### config.mk
export PLATFORM = sky130hd
export DESIGN_NAME = mc_ctrl
export DESIGN_NICKNAME = d
export VERILOG_FILES = /design/src/rtl/mc_ctrl_pkg.sv /design/src/rtl/mc_ctrl_dec.sv /design/src/rtl/mc_ctrl.sv
export SDC_FILE = /design/constraint.sdc
export NUM_CORES = 1
export LEC_CHECK = 0
export ABC_AREA = 0
export ABC_CLOCK_PERIOD_IN_PS = 7400
export BUFFER_PORTS_ARGS = -buffer_cell sky130_fd_sc_hd__buf_4
export CAP_MARGIN = 10
export CORE_MARGIN = 10
export CORE_UTILIZATION = 42
export DETAILED_ROUTE_END_ITERATION = 8
export PLACE_DENSITY = 0.76
export SYNTH_ARGS = -nofsm -noshare
export SYNTH_HDL_FRONTEND = slang
export SYNTH_SLANG_ARGS = --single-unit
### constraint.sdc
create_clock -name clk -period 7.4 [get_ports clk]
set_input_delay 2.22 -clock clk [delete_from_list [all_inputs] [get_ports clk]]
set_output_delay 2.22 -clock clk [all_outputs]
set_load 0.02 [all_outputs]
### src/rtl/mc_ctrl_pkg.sv
// mc_ctrl_pkg: state encodings, instruction fields and datapath select codes for the
// multi-cycle controller (MC_CTRL_STALL_EN adds memory-ready stalling in mc_ctrl).
package mc_ctrl_pkg;
  typedef enum logic [2:0] {
    S_FETCH = 3'd0, S_DCD = 3'd1, S_EXE = 3'd2, S_MA = 3'd3, S_MR = 3'd4, S_MW = 3'd5, S_WB = 3'd6
  } state_t;
  localparam logic [5:0] OP_RTYPE = 6'h00, OP_J = 6'h02, OP_JAL = 6'h03, OP_BEQ = 6'h04;
  localparam logic [5:0] OP_ORI = 6'h0d, OP_LUI = 6'h0f, OP_LW = 6'h23, OP_SW = 6'h2b;
  localparam logic [5:0] FN_ADDU = 6'h21, FN_SUBU = 6'h23, FN_JR = 6'h08;
  localparam logic [1:0] EXT_OP_ZERO = 2'd0, EXT_OP_SIGN = 2'd1, EXT_OP_LUI = 2'd2;
  localparam logic [2:0] ALU_OP_ADD = 3'd0, ALU_OP_SUB = 3'd1, ALU_OP_OR = 3'd2;
  localparam logic [1:0] NPC_OP_PC4 = 2'd0, NPC_OP_BRANCH = 2'd1, NPC_OP_JUMP = 2'd2, NPC_OP_REG = 2'd3;
  localparam logic [1:0] WRSEL_RT = 2'd0, WRSEL_RD = 2'd1, WRSEL_R31 = 2'd2;
  localparam logic [1:0] WDSEL_ALU = 2'd0, WDSEL_MEM = 2'd1, WDSEL_PC4 = 2'd2;
  typedef enum logic [3:0] {
    I_ADDU, I_SUBU, I_JR, I_ORI, I_LUI, I_LW, I_SW, I_BEQ, I_J, I_JAL, I_BAD
  } instr_t;
  function automatic instr_t decode(input logic [5:0] op, input logic [5:0] fn);
    return op == OP_RTYPE ? (fn == FN_ADDU ? I_ADDU : fn == FN_SUBU ? I_SUBU : fn == FN_JR ? I_JR : I_BAD) :
           op == OP_J ? I_J : op == OP_JAL ? I_JAL : op == OP_BEQ ? I_BEQ : op == OP_ORI ? I_ORI :
           op == OP_LUI ? I_LUI : op == OP_LW ? I_LW : op == OP_SW ? I_SW : I_BAD;
  endfunction
endpackage

### src/rtl/mc_ctrl_dec.sv
// mc_ctrl_dec: next-state and control decode from state and instruction fields;
// with MC_CTRL_STALL_EN, MR/MW wait for mem_ready.
module mc_ctrl_dec
  import mc_ctrl_pkg::*;
(
  input  state_t     state,
  input  logic [5:0] opcode,
  input  logic [5:0] funct,
  input  logic       zero,
`ifdef MC_CTRL_STALL_EN
  input  logic       mem_ready,
`endif
  output state_t     nxt,
  output logic       pc_wr,
  output logic       ir_wr,
  output logic       rf_wr,
  output logic       dm_wr,
  output logic       illegal,
  output logic [1:0] ext_op,
  output logic       alu_src_b,
  output logic [2:0] alu_op,
  output logic [1:0] npc_op,
  output logic [1:0] wr_sel,
  output logic [1:0] wd_sel
);
  instr_t ins;
  logic   mem_done;
`ifdef MC_CTRL_STALL_EN
  assign mem_done = mem_ready;
`else
  assign mem_done = 1'b1;
`endif
  assign ins = decode(opcode, funct);
  // Selects depend only on the instruction, so they stay stable across all its states.
  assign ext_op    = ins == I_ORI ? EXT_OP_ZERO : ins == I_LUI ? EXT_OP_LUI : EXT_OP_SIGN;
  assign alu_op    = (ins == I_SUBU || ins == I_BEQ) ? ALU_OP_SUB :
                     (ins == I_ORI || ins == I_LUI) ? ALU_OP_OR : ALU_OP_ADD;
  assign alu_src_b = ins inside {I_ORI, I_LUI, I_LW, I_SW};
  assign wr_sel    = ins == I_JAL ? WRSEL_R31 : (ins == I_ADDU || ins == I_SUBU) ? WRSEL_RD : WRSEL_RT;
  assign wd_sel    = ins == I_JAL ? WDSEL_PC4 : ins == I_LW ? WDSEL_MEM : WDSEL_ALU;
  always_comb begin
    nxt = S_FETCH;
    pc_wr = 1'b0;
    ir_wr = 1'b0;
    rf_wr = 1'b0;
    dm_wr = 1'b0;
    illegal = 1'b0;
    npc_op = NPC_OP_PC4;
    case (state)
      S_FETCH: begin
        pc_wr = 1'b1;
        ir_wr = 1'b1;
        nxt = S_DCD;
      end
      S_DCD: begin
        pc_wr = ins inside {I_J, I_JAL, I_JR};
        rf_wr = ins == I_JAL;
        illegal = ins == I_BAD;
        npc_op = ins == I_JR ? NPC_OP_REG : NPC_OP_JUMP;
        nxt = ins inside {I_LW, I_SW} ? S_MA :
              ins inside {I_ADDU, I_SUBU, I_ORI, I_LUI, I_BEQ} ? S_EXE : S_FETCH;
      end
      S_EXE: begin
        pc_wr = ins == I_BEQ && zero;
        npc_op = NPC_OP_BRANCH;
        nxt = ins == I_BEQ ? S_FETCH : S_WB;
      end
      S_MA: nxt = ins == I_LW ? S_MR : S_MW;
      S_MR: nxt = mem_done ? S_WB : S_MR;
      S_MW: begin
        dm_wr = 1'b1;
        nxt = mem_done ? S_FETCH : S_MW;
      end
      S_WB: rf_wr = 1'b1;
      default: nxt = S_FETCH;
    endcase
  end
endmodule

### src/rtl/mc_ctrl.sv
// mc_ctrl: multi-cycle MIPS-subset Moore controller; define MC_CTRL_STALL_EN to add
// the mem_ready input that stretches MR/MW until data memory completes.
module mc_ctrl
  import mc_ctrl_pkg::*;
(
  input  logic       clk,
  input  logic       rst_n,
  input  logic [5:0] opcode,
  input  logic [5:0] funct,
  input  logic       zero,
`ifdef MC_CTRL_STALL_EN
  input  logic       mem_ready,
`endif
  output logic       PCWr,
  output logic       IRWr,
  output logic       RFWr,
  output logic       DMWr,
  output logic [1:0] EXTOp,
  output logic       ALUSrcB,
  output logic [2:0] ALUOp,
  output logic [1:0] NPCOp,
  output logic [1:0] WRSel,
  output logic [1:0] WDSel,
  output logic [2:0] state,
  output logic       illegal
);
  state_t state_q, nxt;
  logic   pc_wr, ir_wr, rf_wr, dm_wr, ill;
  mc_ctrl_dec u_dec (
    .state(state_q), .opcode(opcode), .funct(funct), .zero(zero),
`ifdef MC_CTRL_STALL_EN
    .mem_ready(mem_ready),
`endif
    .nxt(nxt), .pc_wr(pc_wr), .ir_wr(ir_wr), .rf_wr(rf_wr), .dm_wr(dm_wr), .illegal(ill),
    .ext_op(EXTOp), .alu_src_b(ALUSrcB), .alu_op(ALUOp), .npc_op(NPCOp), .wr_sel(WRSel), .wd_sel(WDSel)
  );
  always_ff @(posedge clk or negedge rst_n)
    if (!rst_n) state_q <= S_FETCH;
    else state_q <= nxt;
  // FETCH decodes PCWr/IRWr high, so enables are masked while reset is held.
  assign PCWr    = pc_wr & rst_n;
  assign IRWr    = ir_wr & rst_n;
  assign RFWr    = rf_wr & rst_n;
  assign DMWr    = dm_wr & rst_n;
  assign illegal = ill & rst_n;
  assign state   = state_q;
endmodule

Word level (Yosys, flattened, before mapping)
Index checks and enable logic that the tools add are counted.
Widths: inputs -> output; s select.
- muxes and demuxes: 31
- equal/unequal tests: 26
- bitwise logic cells: 5
- reductions and logical operators: 11
- operator list (kind ; number):
    $mux 4 ; 11
    $eq 6x6->1 const B ; 4
    $eq 6x4->1 const B ; 3
    $eq 4x3->1 const B ; 4
    $pmux 3 s5 ; 1
    $eq 4x4->1 const B ; 3
    $eq 6x2->1 const B ; 2
    $mux 2 ; 6
    $eq 3x3->1 const B ; 3
    $mux 3 ; 3
    $eq 4x2->1 const B ; 2
    $mux 1 ; 7
    $eq 3x2->1 const B ; 2
    $eq 6x3->1 const B ; 1
    $logic_not 6->1 ; 1
    $and 1x1->1 ; 5
    $reduce_bool 5->1 ; 1
    $eq 4x1->1 const B ; 1
    $logic_not 4->1 ; 1
    $pmux 2 s2 ; 1
    $reduce_bool 4->1 ; 1
    $eq 3x1->1 const B ; 1
    $logic_not 3->1 ; 1
    $logic_or 1x1->1 ; 3
    5 further kinds ; 5
- input port bits: 15
- word-level logic and storage cells: 74
- output and inout bits: 20
- register bits: 3

Depth between registers and ports, before layout
Gate-level depths: netlist (run 1).
- depth in word-level cells: 14
- gate-level depth with buffers: 6
- depth with buffers taken out: 5

Hierarchy
A second synthesis (run 1) with hierarchy kept.
- cells, all modules: 91
- area, all modules: 618.1 um^2
- modules (own cells, without submodules) (module ; times used ; area each (um^2) ; cells an instance ; seq. area each (um^2)):
    mc_ctrl_dec ; 1 ; 511.7 ; 83 ; 0.0
    mc_ctrl ; 1 ; 106.4 ; 8 ; 75.1

Worst setup path after synthesis (run 1)
No wires, ideal clock.
- path type: input-to-output
- start: input opcode[5]
- end: output NPCOp[0]
- arrival time: 3.857 ns
- setup slack: 1.323 ns
- required time: 5.180 ns
- cell stages on the path: 6
- path buffers: 1
- path through: buf_6 > or4_1 > a31oi_1 > o21ai_1 > or3_1 > o22ai_1
- word-level cells in the longest chain between the ends: 12
- elaborated cells between the ends (all ways): 19
- those cells by class: eq/ne (8); mux (10); reduce/logical (1)
- RTL lines (item ; line ; text):
    start, declared ; mc_ctrl.sv:8 ; input logic [5:0] opcode,
    $eq 6x6->1 ; mc_ctrl_pkg.sv:21 ; op == OP_LUI ? I_LUI : op == OP_LW ? I_LW : op == OP_SW ? I_SW : I_BAD;
    $mux 4 (3 in a row) ; mc_ctrl_pkg.sv:21 ;
    $mux 4 (4 in a row) ; mc_ctrl_pkg.sv:20 ; op == OP_J ? I_J : op == OP_JAL ? I_JAL : op == OP_BEQ ? I_BEQ : op == OP_ORI ? I_ORI :
    $mux 4 (*) ; mc_ctrl_pkg.sv:19 ; return op == OP_RTYPE ? (fn == FN_ADDU ? I_ADDU : fn == FN_SUBU ? I_SUBU : fn == FN_JR ? I_JR : I_BAD) :
    $eq 4x2->1 (*) ; mc_ctrl_dec.sv:59 ; npc_op = ins == I_JR ? NPC_OP_REG : NPC_OP_JUMP;
    $mux 1 (*) ; mc_ctrl_dec.sv:59 ;
    $pmux 2 s2 (*) ; mc_ctrl_dec.sv:49 ; case (state)
    end, declared ; mc_ctrl.sv:21 ; output logic [1:0] NPCOp,
Mark *: on every way between the ends. The rest lies on a longest branch, timed or not.

Worst setup path in the final report (run 1)
- start: input funct[1]
- end: output NPCOp[0]
- word-level cells in the longest chain between the ends: 8
- elaborated cells between the ends (all ways): 10
- those cells by class: eq/ne (4); mux (6)
- RTL lines (item ; line ; text):
    start, declared ; mc_ctrl.sv:9 ; input logic [5:0] funct,
    $eq 6x4->1 ; mc_ctrl_pkg.sv:19 ;
    $mux 4 (2 in a row) ; mc_ctrl_pkg.sv:19 ;
    $mux 4 (*) (2 in a row) ; mc_ctrl_pkg.sv:19 ;
    $eq 4x2->1 (*) ; mc_ctrl_dec.sv:59 ;
    $mux 1 (*) ; mc_ctrl_dec.sv:59 ;
    $pmux 2 s2 (*) ; mc_ctrl_dec.sv:49 ;
Marks and branches as above.

==> results by group, run 1 <==
Placement
  • Gpl congestion: 0.857
  • Placed cells: 129
  • Area post-placement: 792 um^2
  • Port Buf Inserts: 33
  • HPWL Detailed: 1.56 mm
  • Pre-CTS setup slack: 1.24 ns

Setup path
  • CP endpoint kind: primary output
  • Delay-heaviest family, CP: simple AND/OR/NAND/NOR gates
  • Cells along the critical path: buf_4, or4b_1, a211oi_1, o21ai_1, or3_1, o22ai_1, buf_4
  • Reg2reg start: state[1]
  • Most frequent CP cell: buf_4
  • Worst R2R Setup Slack: 5.97 ns
  • CP bufs+invs: 2
  • Req. time, crit path: 5.18 ns
  • Slowest-stage cell, CP: or4b_1
  • R2R depth: 3
  • Reg2reg end: state[1]
  • Startpoint type of the worst setup path: input port
  • Setup CP Type: in2out
  • CP max stage delay: 0.50 ns
  • Worst EP arrival: 3.95 ns
  • CP Max Fanout: 3

Cells and area
  • Layout Cells excl Fill: 133
  • NumNets Final: 134
  • Most frequent cells in the layout: 33 x buf_4, 12 x nor2_1, 7 x nand2_1
  • Fraction of layout cells with a size suffix above 1: 33.1%
  • Final Util: 62.1%
  • Commonest non-fill, non-tap cell in the layout: buf_4
  • Footprint of the multi-input gates: 435 um^2
  • Final-layout fill cell count: 136
  • Largest register FFs: 3
  • Area Overhead vs Synth: 38.6%
  • FF+latch area: 75.1 um^2
  • Fin area: 818 um^2
  • N_diodes: 0

Detailed routing
  • WL final: 1.93 mm
  • First-pass iteration count of the detailed router: 4
  • Vias per cell: 5.76
  • Vias: 766
  • DRC: 0
  • DR iter-0 viols: 27
  • Avg WL per Cell: 14.5 um
  • Detail Route Antenna Nets: 0

Synthesis
  • Top post-synthesis cells by area: dfrtp_1 13%, nor2_1 7.6%, buf_4 6.4%, nand2_1 4.4%, nand4b_1 4.4%
  • Syn nets: 105
  • Post-Syn Area: 591 um^2
  • Synth Register Bits: 3
  • Syn Area/Cell: 6.56 um^2
  • Post-synthesis cell type count: 38
  • Synth warnings: 0
  • Number of flops mapped to enable cells by yosys: 0
  • Yosys top cell by area: dfrtp_1
  • Post-Synthesis Cells: 90
  • Ys async rst share: 100%
  • Synth Flop Type: dfrtp_1
  • Sequential-to-total area share from yosys stat: 12.7%
  • Share of the synthesized area in the top cell type: 12.7%

Clock network
  • Clock slew seen by the registers of the worst setup and hold paths: 0.04 ns
  • Clk root buf: clkbuf_4
  • Clock Path Buffers: 2
  • H-tree levels: 1
  • Hold bufs inserted after CTS: 0
  • Post-CTS sizing: 0
  • TritonCTS Buffers: 3
  • Post-CTS setup buffers: 0
  • TritonCTS Sinks: 3
  • CTS tree: yes
  • Skew-Pair Late Insertion Delay: 0.24 ns

Global route
  • Largest net degree at the start of global routing: 12
  • Antenna violations before repair: 0
  • First-pass GRT wire length: 3.08 mm
  • GR Overflow Total: 0
  • Vias in the first global route: 721
  • Total GRT Usage: 11.0%

Outcome
  • Outcome: finished, final reports clean

Floorplan
  • Die H: 57.5 um
  • Initial Util: 44.8%
  • Die area: 3310 um^2
  • Chip Width: 57.5 um
  • Rows: 13
  • I/O pins: 35
  • Core ar.: 1320 um^2

Timing
  • Hold Slack: 0.605 ns
  • RSZ-0062 raised after global routing: no
  • Crit path time final: 6.17 ns
  • Post-route clock skew: 0.00147 ns
  • Setup TNS Final: 0 ns
  • Fin. Hold Viols: 0
  • Final setup violating endpoints: 0
  • Fin crit share: 83.3%
  • Max-slew violations: 0
  • PnR worst setup slack: 1.23 ns
  • FMAX: 162 MHz

Pwr
  • Pwr/cell area: 245 nW/um^2
  • Leakage power: 0.389 nW
  • Final Power: 0.200 mW
  • Peak VDD IR: 91.3 uV

Min path
  • Hold wc startpoint: state[2]
  • Class of the worst hold path: reg2reg
  • Hold path cells: 1
  • Hold path endpoint: state[0]

Job
  • Max-cap violations: 0
-- worst register-to-register path, stage by stage, from the launching register on --
cell and delay (ns):
dfrtp_1 0.46, nand2b_1 0.25, or3_1 0.40, o22ai_1 0.22
-- layer usage --
metal,share of wire (%),up-vias,routed length (um),track usage (%)
met1,42,339,817,11.9
met3,11,4,204,4.87
li1,-,381,-,-
met2,45,42,870,17.5
met4,1.7,0,33,6.04
met5,0,-,0,0
-- power by group --
group / switching (mW) / internal, mW / total (mW)
Combinational: 0.0700 / 0.0564 / 0.126
Sequential: 0.0195 / 0.0245 / 0.0440
Clock: 0.00945 / 0.0203 / 0.0297
-- logic make-up (layout without fill, tap and decap cells) --
family / after synthesis / in the layout / synth area share (%)
buffers and inverters: 13 / 41 / 13.6
other: 1 / 1 / 0.635
AO/OA/AOI/OAI: 22 / 22 / 24.6
flip-flops: 3 / 3 / 12.7
AND/OR/NAND/NOR: 51 / 51 / 48.5
-- cell usage after synthesis, types with 2 or more instances --
master / count
nor2_1: 12
nand2_1: 7
buf_4: 5
nor3_1: 5
inv_1: 4
o21ai_0: 4
a211oi_1: 3
a21oi_1: 3
dfrtp_1: 3
nand2b_1: 3
nand3_1: 3
nand4b_1: 3
o22ai_1: 3
or3_1: 3
a31oi_1: 2
and2b_1: 2
and3_1: 2
nand4_1: 2
nor3b_1: 2
-- worst max path at each step --
| stage | start | to | cells after the start |
|---|---|---|---|
| floorplan | opcode[5] | NPCOp[0] | 6 |
| detailed placement | funct[1] | NPCOp[0] | 7 |
| CTS | funct[1] | NPCOp[0] | 7 |
| global placement | funct[1] | NPCOp[0] | 7 |
| global route | funct[1] | NPCOp[0] | 7 |
| finish | funct[1] | NPCOp[0] | 7 |
-- cell type report --
class	instances	area share [%]
multi-input combinational	74	53.2
timing repair buffer	33	30.3
sequential	3	9.17
clock buffer	4	3.21
tap	15	2.29
inverter	4	1.83
Power figures use the tool's default switching activity.
==> inputs of run 2 (changes only) <==
--- a/config.mk
+++ b/config.mk
@@ -5,14 +5,14 @@
 export SDC_FILE = /design/constraint.sdc
 export NUM_CORES = 1
 export LEC_CHECK = 0
-export ABC_AREA = 0
-export ABC_CLOCK_PERIOD_IN_PS = 7400
+export ABC_AREA = 1
+export ABC_CLOCK_PERIOD_IN_PS = 6300
 export BUFFER_PORTS_ARGS = -buffer_cell sky130_fd_sc_hd__buf_4
 export CAP_MARGIN = 10
 export CORE_MARGIN = 10
-export CORE_UTILIZATION = 42
+export CORE_UTILIZATION = 40
 export DETAILED_ROUTE_END_ITERATION = 8
-export PLACE_DENSITY = 0.76
+export PLACE_DENSITY = 0.75
 export SYNTH_ARGS = -nofsm -noshare
 export SYNTH_HDL_FRONTEND = slang
 export SYNTH_SLANG_ARGS = --single-unit
==> constraint.sdc (replaced) <==
create_clock -name clk -period 6.3 [get_ports clk]
set_input_delay 1.89 -clock clk [delete_from_list [all_inputs] [get_ports clk]]
set_output_delay 1.89 -clock clk [all_outputs]
set_load 0.02 [all_outputs]
==> results by group, run 2 <==
Outcome
  • Outcome: finished, final reports clean

Synthesis
  • Top post-synthesis cells by count: 22 x nand2_1, 18 x nor2_1, 16 x inv_1
  • Most frequent cell after synthesis: nand2_1
  • Top post-synthesis cells by area: nand2_1 15%, dfrtp_1 14%, nor2_1 13%, inv_1 11%, nand3_1 8.4%
  • Post-Synthesis Cells: 98 (+8.9%)
  • Synth Register Bits: 3 (unchanged)
  • Post-Syn Area: 539 um^2 (-8.7%)
  • Syn Area/Cell: 5.50 um^2 (-16%)
  • Synth Flop Type: dfrtp_1
  • Ys async rst share: 100% (unchanged)
  • Share of the synthesized area in the top cell type: 15.3% (+2.6 points)
  • Post-synthesis cell type count: 22 (-42%)
  • Number of flops mapped to enable cells by yosys: 0 (unchanged)
  • Sequential-to-total area share from yosys stat: 13.9% (+1.2 points)
  • Synth warnings: 0 (unchanged)
  • Yosys top cell by area: nand2_1
  • Syn nets: 113 (+7.6%)

Setup path
  • Slowest-stage cell, CP: nor2_1
  • Worst EP arrival: 3.11 ns (-0.84 ns)
  • CP max stage delay: 0.22 ns (-0.28 ns)
  • Cells along the critical path: buf_4, nor2_1, nand3_1, nand4_1, nand2_1, nor2_1, nand2_1, nand4_1, nand2_1, inv_1, buf_4
  • Setup CP Type: in2out
  • Reg2reg start: state[2]
  • CP Max Fanout: 4 (+1)
  • Req. time, crit path: 4.41 ns (-0.77 ns)
  • Worst R2R Setup Slack: 5.07 ns (-0.90 ns)
  • R2R depth: 5 (+2)
  • Most frequent CP cell: nand2_1
  • Reg2reg end: state[1]
  • Startpoint type of the worst setup path: input port
  • CP endpoint kind: primary output

Cells and area
  • Fraction of layout cells with a size suffix above 1: 37.6% (+4.5 points)
  • Area Overhead vs Synth: 51.5%
  • Final-layout fill cell count: 133 (-2.2%)
  • NumNets Final: 149 (+11%)
  • Most frequent cells in the layout: 33 x buf_4, 22 x nand2_1, 18 x nor2_1
  • Commonest non-fill, non-tap cell in the layout: buf_4
  • Final Util: 63.6% (+1.5 points)
  • N_diodes: 0 (unchanged)
  • Layout Cells excl Fill: 148 (+11%)
  • Largest register FFs: 3 (unchanged)

Detailed routing
  • Vias: 715 (-6.7%)
  • Detail Route Antenna Nets: 0 (unchanged)
  • WL final: 1.72 mm (-11%)
  • Vias per cell: 4.83 (-16%)
  • DR iter-0 viols: 10 (-63%)
  • DRC: 0 (unchanged)
  • First-pass iteration count of the detailed router: 4 (unchanged)
  • Avg WL per Cell: 11.6 um (-20%)

Floorplan
  • Initial Util: 42.0% (-2.9 points)
  • Chip Width: 56.7 um (-1.4%)
  • Rows: 13 (unchanged)
  • Die H: 56.7 um (-1.4%)
  • Core ar.: 1280 um^2 (-2.5%)
  • Die area: 3220 um^2 (-2.7%)
  • I/O pins: 35 (unchanged)

Clock network
  • Hold bufs inserted after CTS: 0 (unchanged)
  • Post-CTS sizing: 0 (unchanged)
  • H-tree levels: 1 (unchanged)
  • Clock slew seen by the registers of the worst setup and hold paths: 0.04 ns (about the same)
  • Clk root buf: clkbuf_4
  • CTS tree: yes
  • Post-CTS setup buffers: 0 (unchanged)
  • Skew-Pair Late Insertion Delay: 0.23 ns (about the same)
  • Clock Path Buffers: 2 (unchanged)
  • TritonCTS Sinks: 3 (unchanged)
  • TritonCTS Buffers: 3 (unchanged)

Placement
  • Placed cells: 144 (+12%)
  • Port Buf Inserts: 33 (unchanged)
  • HPWL Detailed: 1.56 mm (+0.44%)
  • Gpl congestion: 0.919 (+7.2%)

Job
  • Max-cap violations: 0 (unchanged)

Pwr
  • Sw Ratio: 50.2% (+0.72 points)
  • Clk network pwr share: 14.9% (about the same)
  • Peak VDD IR: 218 uV (+140%)
  • Internal: 0.109 mW (+8.0%)
  • Pwr/cell area: 268 nW/um^2 (+9.7%)
  • Leakage power: 0.473 nW (+22%)
  • Combinational power share: 65.2% (+2.0 points)
  • Final Power: 0.219 mW (+9.6%)
  • Reg power frac: 19.9% (-2.1 points)
  • Psw: 0.110 mW (+11%)

Global route
  • Vias in the first global route: 725 (+0.55%)
  • Total GRT Usage: 10.8% (-0.22 points)
  • First-pass GRT wire length: 2.99 mm (-3.1%)
  • GR Overflow Total: 0 (unchanged)
  • Largest net degree at the start of global routing: 9 (-3)
  • Antenna violations before repair: 0 (unchanged)

Timing
  • Fin crit share: 79.4%
  • Max-slew violations: 0 (unchanged)
  • RSZ-0062 raised after global routing: no
  • Final setup violating endpoints: 0 (unchanged)
  • Setup TNS Final: 0 ns (unchanged)
  • Post-route clock skew: 0.000677 ns (-0.000797 ns)
  • Fin. Hold Viols: 0 (unchanged)
  • Crit path time final: 5.00 ns
  • FMAX: 200 MHz

Min path
  • Class of the worst hold path: reg2reg
  • Hold path endpoint: state[1]
  • Hold wc startpoint: state[0]
  • Hold path cells: 3 (+2)
-- run 2: cell count changes after synthesis, moves of 6 or more --
cell,before,now
nor2_1,12,18
nand2_1,7,22
nand3_1,3,9
inv_1,4,16
-- run 2: kinds of logic (layout without fill, tap and decap cells) --
kind of cell           count (synthesis)  count (layout)  synth area share (%)
flip-flops                             3               3                  13.9
other                                  1               1                 0.695
buffers and inverters                 21              56                  16.0
AND/OR/NAND/NOR                       67              67                  61.2
AO/OA/AOI/OAI                          6               6                  8.12
-- run 2: cell type report --
class	count	area, um^2	area share, %
inverter	19	71.3	8.73
timing repair buffer	33	248	30.3
tap	15	18.8	2.30
clock buffer	4	26.3	3.22
sequential	3	75.1	9.19
multi-input combinational	74	378	46.2
-- run 2: worst max path at each step --
stage              start       end  slack, ns
2_1_floorplan  opcode[4]  WRSel[0]       1.54
3_3_place_gp   opcode[1]   illegal       1.34
3_5_place_dp   opcode[3]      PCWr       1.32
4_1_cts        opcode[3]      PCWr       1.30
5_1_grt        opcode[3]      PCWr       1.10
6_report       opcode[3]      PCWr       1.30
-- run 2: stage by stage --
step	setup slack [ns]	cell area [um^2]	hold slack, ns
5_1_grt	1.10	817	0.747
3_5_place_dp	1.32	791	0.670
3_3_place_gp	1.34	791	0.660
4_1_cts	1.30	817	0.676
6_report	1.30	817	0.681
2_1_floorplan	1.54	539	0.728
-- run 2: critical path, delay by kind of cell --
| family | cells | cell delay [ns] |
|---|---|---|
| buf+inv | 3 | 0.30 |
| simple gates | 8 | 0.92 |
-- run 2: power groups by stage --
stage,clock network (mW),registers [mW],logic [mW]
finish,0.0326,0.0436,0.143
global route,0.0362,0.0468,0.157
CTS,0.0340,0.0434,0.145
detailed placement,0,0.0436,0.145
global placement,0,0.0434,0.144
floorplan,0,0.0513,0.0744
-- run 2: routing by layer --
| layer | routed length, um | share of wire, % | global-route usage, % | vias to the layer above |
|---|---|---|---|---|
| met5 | 0 | 0 | 0 | - |
| met4 | 14 | 0.81 | 4.81 | 0 |
| met3 | 118 | 6.9 | 4.04 | 2 |
| met2 | 866 | 50 | 18.5 | 28 |
| met1 | 721 | 42 | 11.3 | 304 |
| li1 | - | - | - | 381 |
==> inputs of run 3 (changes only) <==
--- a/config.mk
+++ b/config.mk
@@ -5,14 +5,14 @@
 export SDC_FILE = /design/constraint.sdc
 export NUM_CORES = 1
 export LEC_CHECK = 0
-export ABC_AREA = 1
-export ABC_CLOCK_PERIOD_IN_PS = 6300
+export ABC_AREA = 0
+export ABC_CLOCK_PERIOD_IN_PS = 4410
 export BUFFER_PORTS_ARGS = -buffer_cell sky130_fd_sc_hd__buf_4
 export CAP_MARGIN = 10
 export CORE_MARGIN = 10
-export CORE_UTILIZATION = 40
+export CORE_UTILIZATION = 38
 export DETAILED_ROUTE_END_ITERATION = 8
-export PLACE_DENSITY = 0.75
+export PLACE_DENSITY = 0.72
 export SYNTH_ARGS = -nofsm -noshare
 export SYNTH_HDL_FRONTEND = slang
 export SYNTH_SLANG_ARGS = --single-unit
==> constraint.sdc (replaced) <==
create_clock -name clk -period 4.41 [get_ports clk]
set_input_delay 1.323 -clock clk [delete_from_list [all_inputs] [get_ports clk]]
set_output_delay 1.323 -clock clk [all_outputs]
set_load 0.02 [all_outputs]
==> results by group, run 3 (same netlist as run 1, synthesis figures left out) <==
Detailed routing
  • Detail Route Antenna Nets: 0 (unchanged)
  • Avg WL per Cell: 14.2 um (+23%)
  • Highest metal used: met4
  • First-pass iteration count of the detailed router: 4 (unchanged)
  • DRC: 0 (unchanged)
  • Vias per cell: 5.49 (+14%)
  • Met2 routed WL: 921 um (+6.4%)
  • Vias: 752 (+5.2%)
  • WL final: 1.95 mm (+13%)
  • DRT met1 WL: 847 um (+17%)
  • DR WL met3: 175 um (+48%)
  • DR iter-0 viols: 23 (+13)

Timing
  • RSZ-0062 raised after global routing: no
  • PnR worst setup slack: 0.0973 ns (-1.20 ns)
  • Max-slew violations: 0 (unchanged)
  • Fin crit share: 97.8%
  • Post-route clock skew: 0.00666 ns (+0.00598 ns)
  • Setup TNS Final: 0 ns (unchanged)
  • FMAX: 232 MHz
  • Crit path time final: 4.31 ns
  • Fin. Hold Viols: 0 (unchanged)
  • Final setup violating endpoints: 0 (unchanged)

Global route
  • Vias in the first global route: 721 (-0.55%)
  • First-pass GRT wire length: 3.17 mm (+6.3%)
  • GR Overflow Total: 0 (unchanged)
  • Total GRT Usage: 10.9% (+0.15 points)
  • Antenna violations before repair: 0 (unchanged)
  • Largest net degree at the start of global routing: 12 (+3)

Clock network
  • H-tree levels: 1 (unchanged)
  • TritonCTS Buffers: 3 (unchanged)
  • Clock slew seen by the registers of the worst setup and hold paths: 0.04 ns (about the same)
  • Clock Path Buffers: 2 (unchanged)
  • Skew-Pair Late Insertion Delay: 0.24 ns (about the same)
  • TritonCTS Sinks: 3 (unchanged)
  • CTS tree: yes
  • Hold bufs inserted after CTS: 0 (unchanged)
  • Post-CTS setup buffers: 0 (unchanged)
  • Clk root buf: clkbuf_4

Cells and area
  • Fraction of layout cells with a size suffix above 1: 37.2% (-0.40 points)
  • Largest register FFs: 3 (unchanged)
  • Final Util: 57.6% (-6.0 points)
  • Most frequent cells in the layout: 36 x buf_4, 12 x nor2_1, 7 x nand2_1
  • N_diodes: 0 (unchanged)
  • Commonest non-fill, non-tap cell in the layout: buf_4
  • Area Overhead vs Synth: 45.1%
  • NumNets Final: 137 (-8.1%)

Pwr
  • Clk network pwr share: 15.0% (about the same)
  • Leakage power: 0.405 nW (-15%)
  • Pwr/cell area: 395 nW/um^2 (+47%)
  • Reg power frac: 21.9% (+2.0 points)
  • Peak VDD IR: 187 uV (-14%)
  • Psw: 0.167 mW (+52%)
  • Combinational power share: 63.2% (-2.0 points)
  • Internal: 0.171 mW (+57%)
  • Final Power: 0.339 mW (+54%)
  • Sw Ratio: 49.4% (-0.76 points)

Outcome
  • Outcome: finished, final reports clean

Floorplan
  • Rows: 14 (+1)
  • Die area: 3530 um^2 (+9.8%)
  • Chip Width: 59.4 um (+4.8%)
  • Die H: 59.4 um (+4.8%)
  • I/O pins: 35 (unchanged)
  • Initial Util: 39.7% (-2.3 points)
  • Core ar.: 1490 um^2 (+16%)

Placement
  • Gpl congestion: 0.865 (-5.8%)
  • Pre-CTS setup slack: 0.0814 ns (-1.23 ns)
  • Port Buf Inserts: 33 (unchanged)
  • HPWL Detailed: 1.54 mm (-1.5%)

Setup path
  • Setup CP Type: in2out
  • Startpoint type of the worst setup path: input port
  • Req. time, crit path: 3.09 ns (-1.32 ns)
  • CP endpoint kind: primary output
  • CP Max Fanout: 3 (-1)
  • Worst EP arrival: 2.99 ns (-0.12 ns)

Min path
  • Class of the worst hold path: reg2reg

Job
  • Max-cap violations: 0 (unchanged)
## run 3: cell count changes in the layout (fill, tap and decap cells not counted), sizes merged, moves of 8 or more
cell   delta
nand2    -17
nand3     -8
nor2     -10
inv      -15
## run 3: timing repair
action | CTS | global route
resized for setup | 0 | 3
endpoints found under the setup margin | 0 | 1
endpoints found under the hold margin | 0 | 0
## run 3: metal layers
metal	GRT usage (%)	vias up
met2	17.5	27
li1	-	387
met1	12.4	336
met3	4.94	2
met5	0	-
met4	3.93	0
## run 3: power groups by stage
stage / Combinational (mW) / Clock [mW] / Sequential (mW)
floorplan: 0.141 / 0 / 0.0684
finish: 0.214 / 0.0506 / 0.0740
global route: 0.235 / 0.0556 / 0.0790
CTS: 0.215 / 0.0503 / 0.0738
detailed placement: 0.213 / 0 / 0.0752
global placement: 0.211 / 0 / 0.0730
## run 3: path summary, 6_finish.rpt
kind,slack (ns),from,depth (start not counted),end
worst max-delay path,0.1,opcode[5],7,NPCOp[0]
worst min-delay path,0.61,state[2],1,state[0]
worst max register to register,3.01,state[1],3,state[1]
worst min register to register,0.61,state[2],1,state[0]
max in group asynchronous,3.42,rst_n,1,state[2]
min in group asynchronous,0.88,rst_n,1,state[0]
## run 3: area by class of cell
| type | instances | area, um^2 |
|---|---|---|
| inverter | 4 | 15.0 |
| timing repair buffer | 36 | 270 |
| multi-input combinational | 74 | 450 |
| sequential | 3 | 75.1 |
| tap | 16 | 20.0 |
| clock buffer | 4 | 26.3 |
| fill | 152 | 632 |
## run 3: stage by stage
stage / cells / cell area [um^2] / hold slack (ns)
floorplan: 90 / 591 / 0.676
global placement: 133 / 816 / 0.599
detailed placement: 133 / 816 / 0.610
CTS: 137 / 842 / 0.617
global route: 137 / 857 / 0.669
finish: 137 / 857 / 0.608
## run 3: critical path, stage by stage
cell     delay, ns
buf_4         0.11
or4_1         0.53
a31oi_2       0.25
o21ai_2       0.10
or3_1         0.34
o22ai_1       0.17
buf_4         0.17
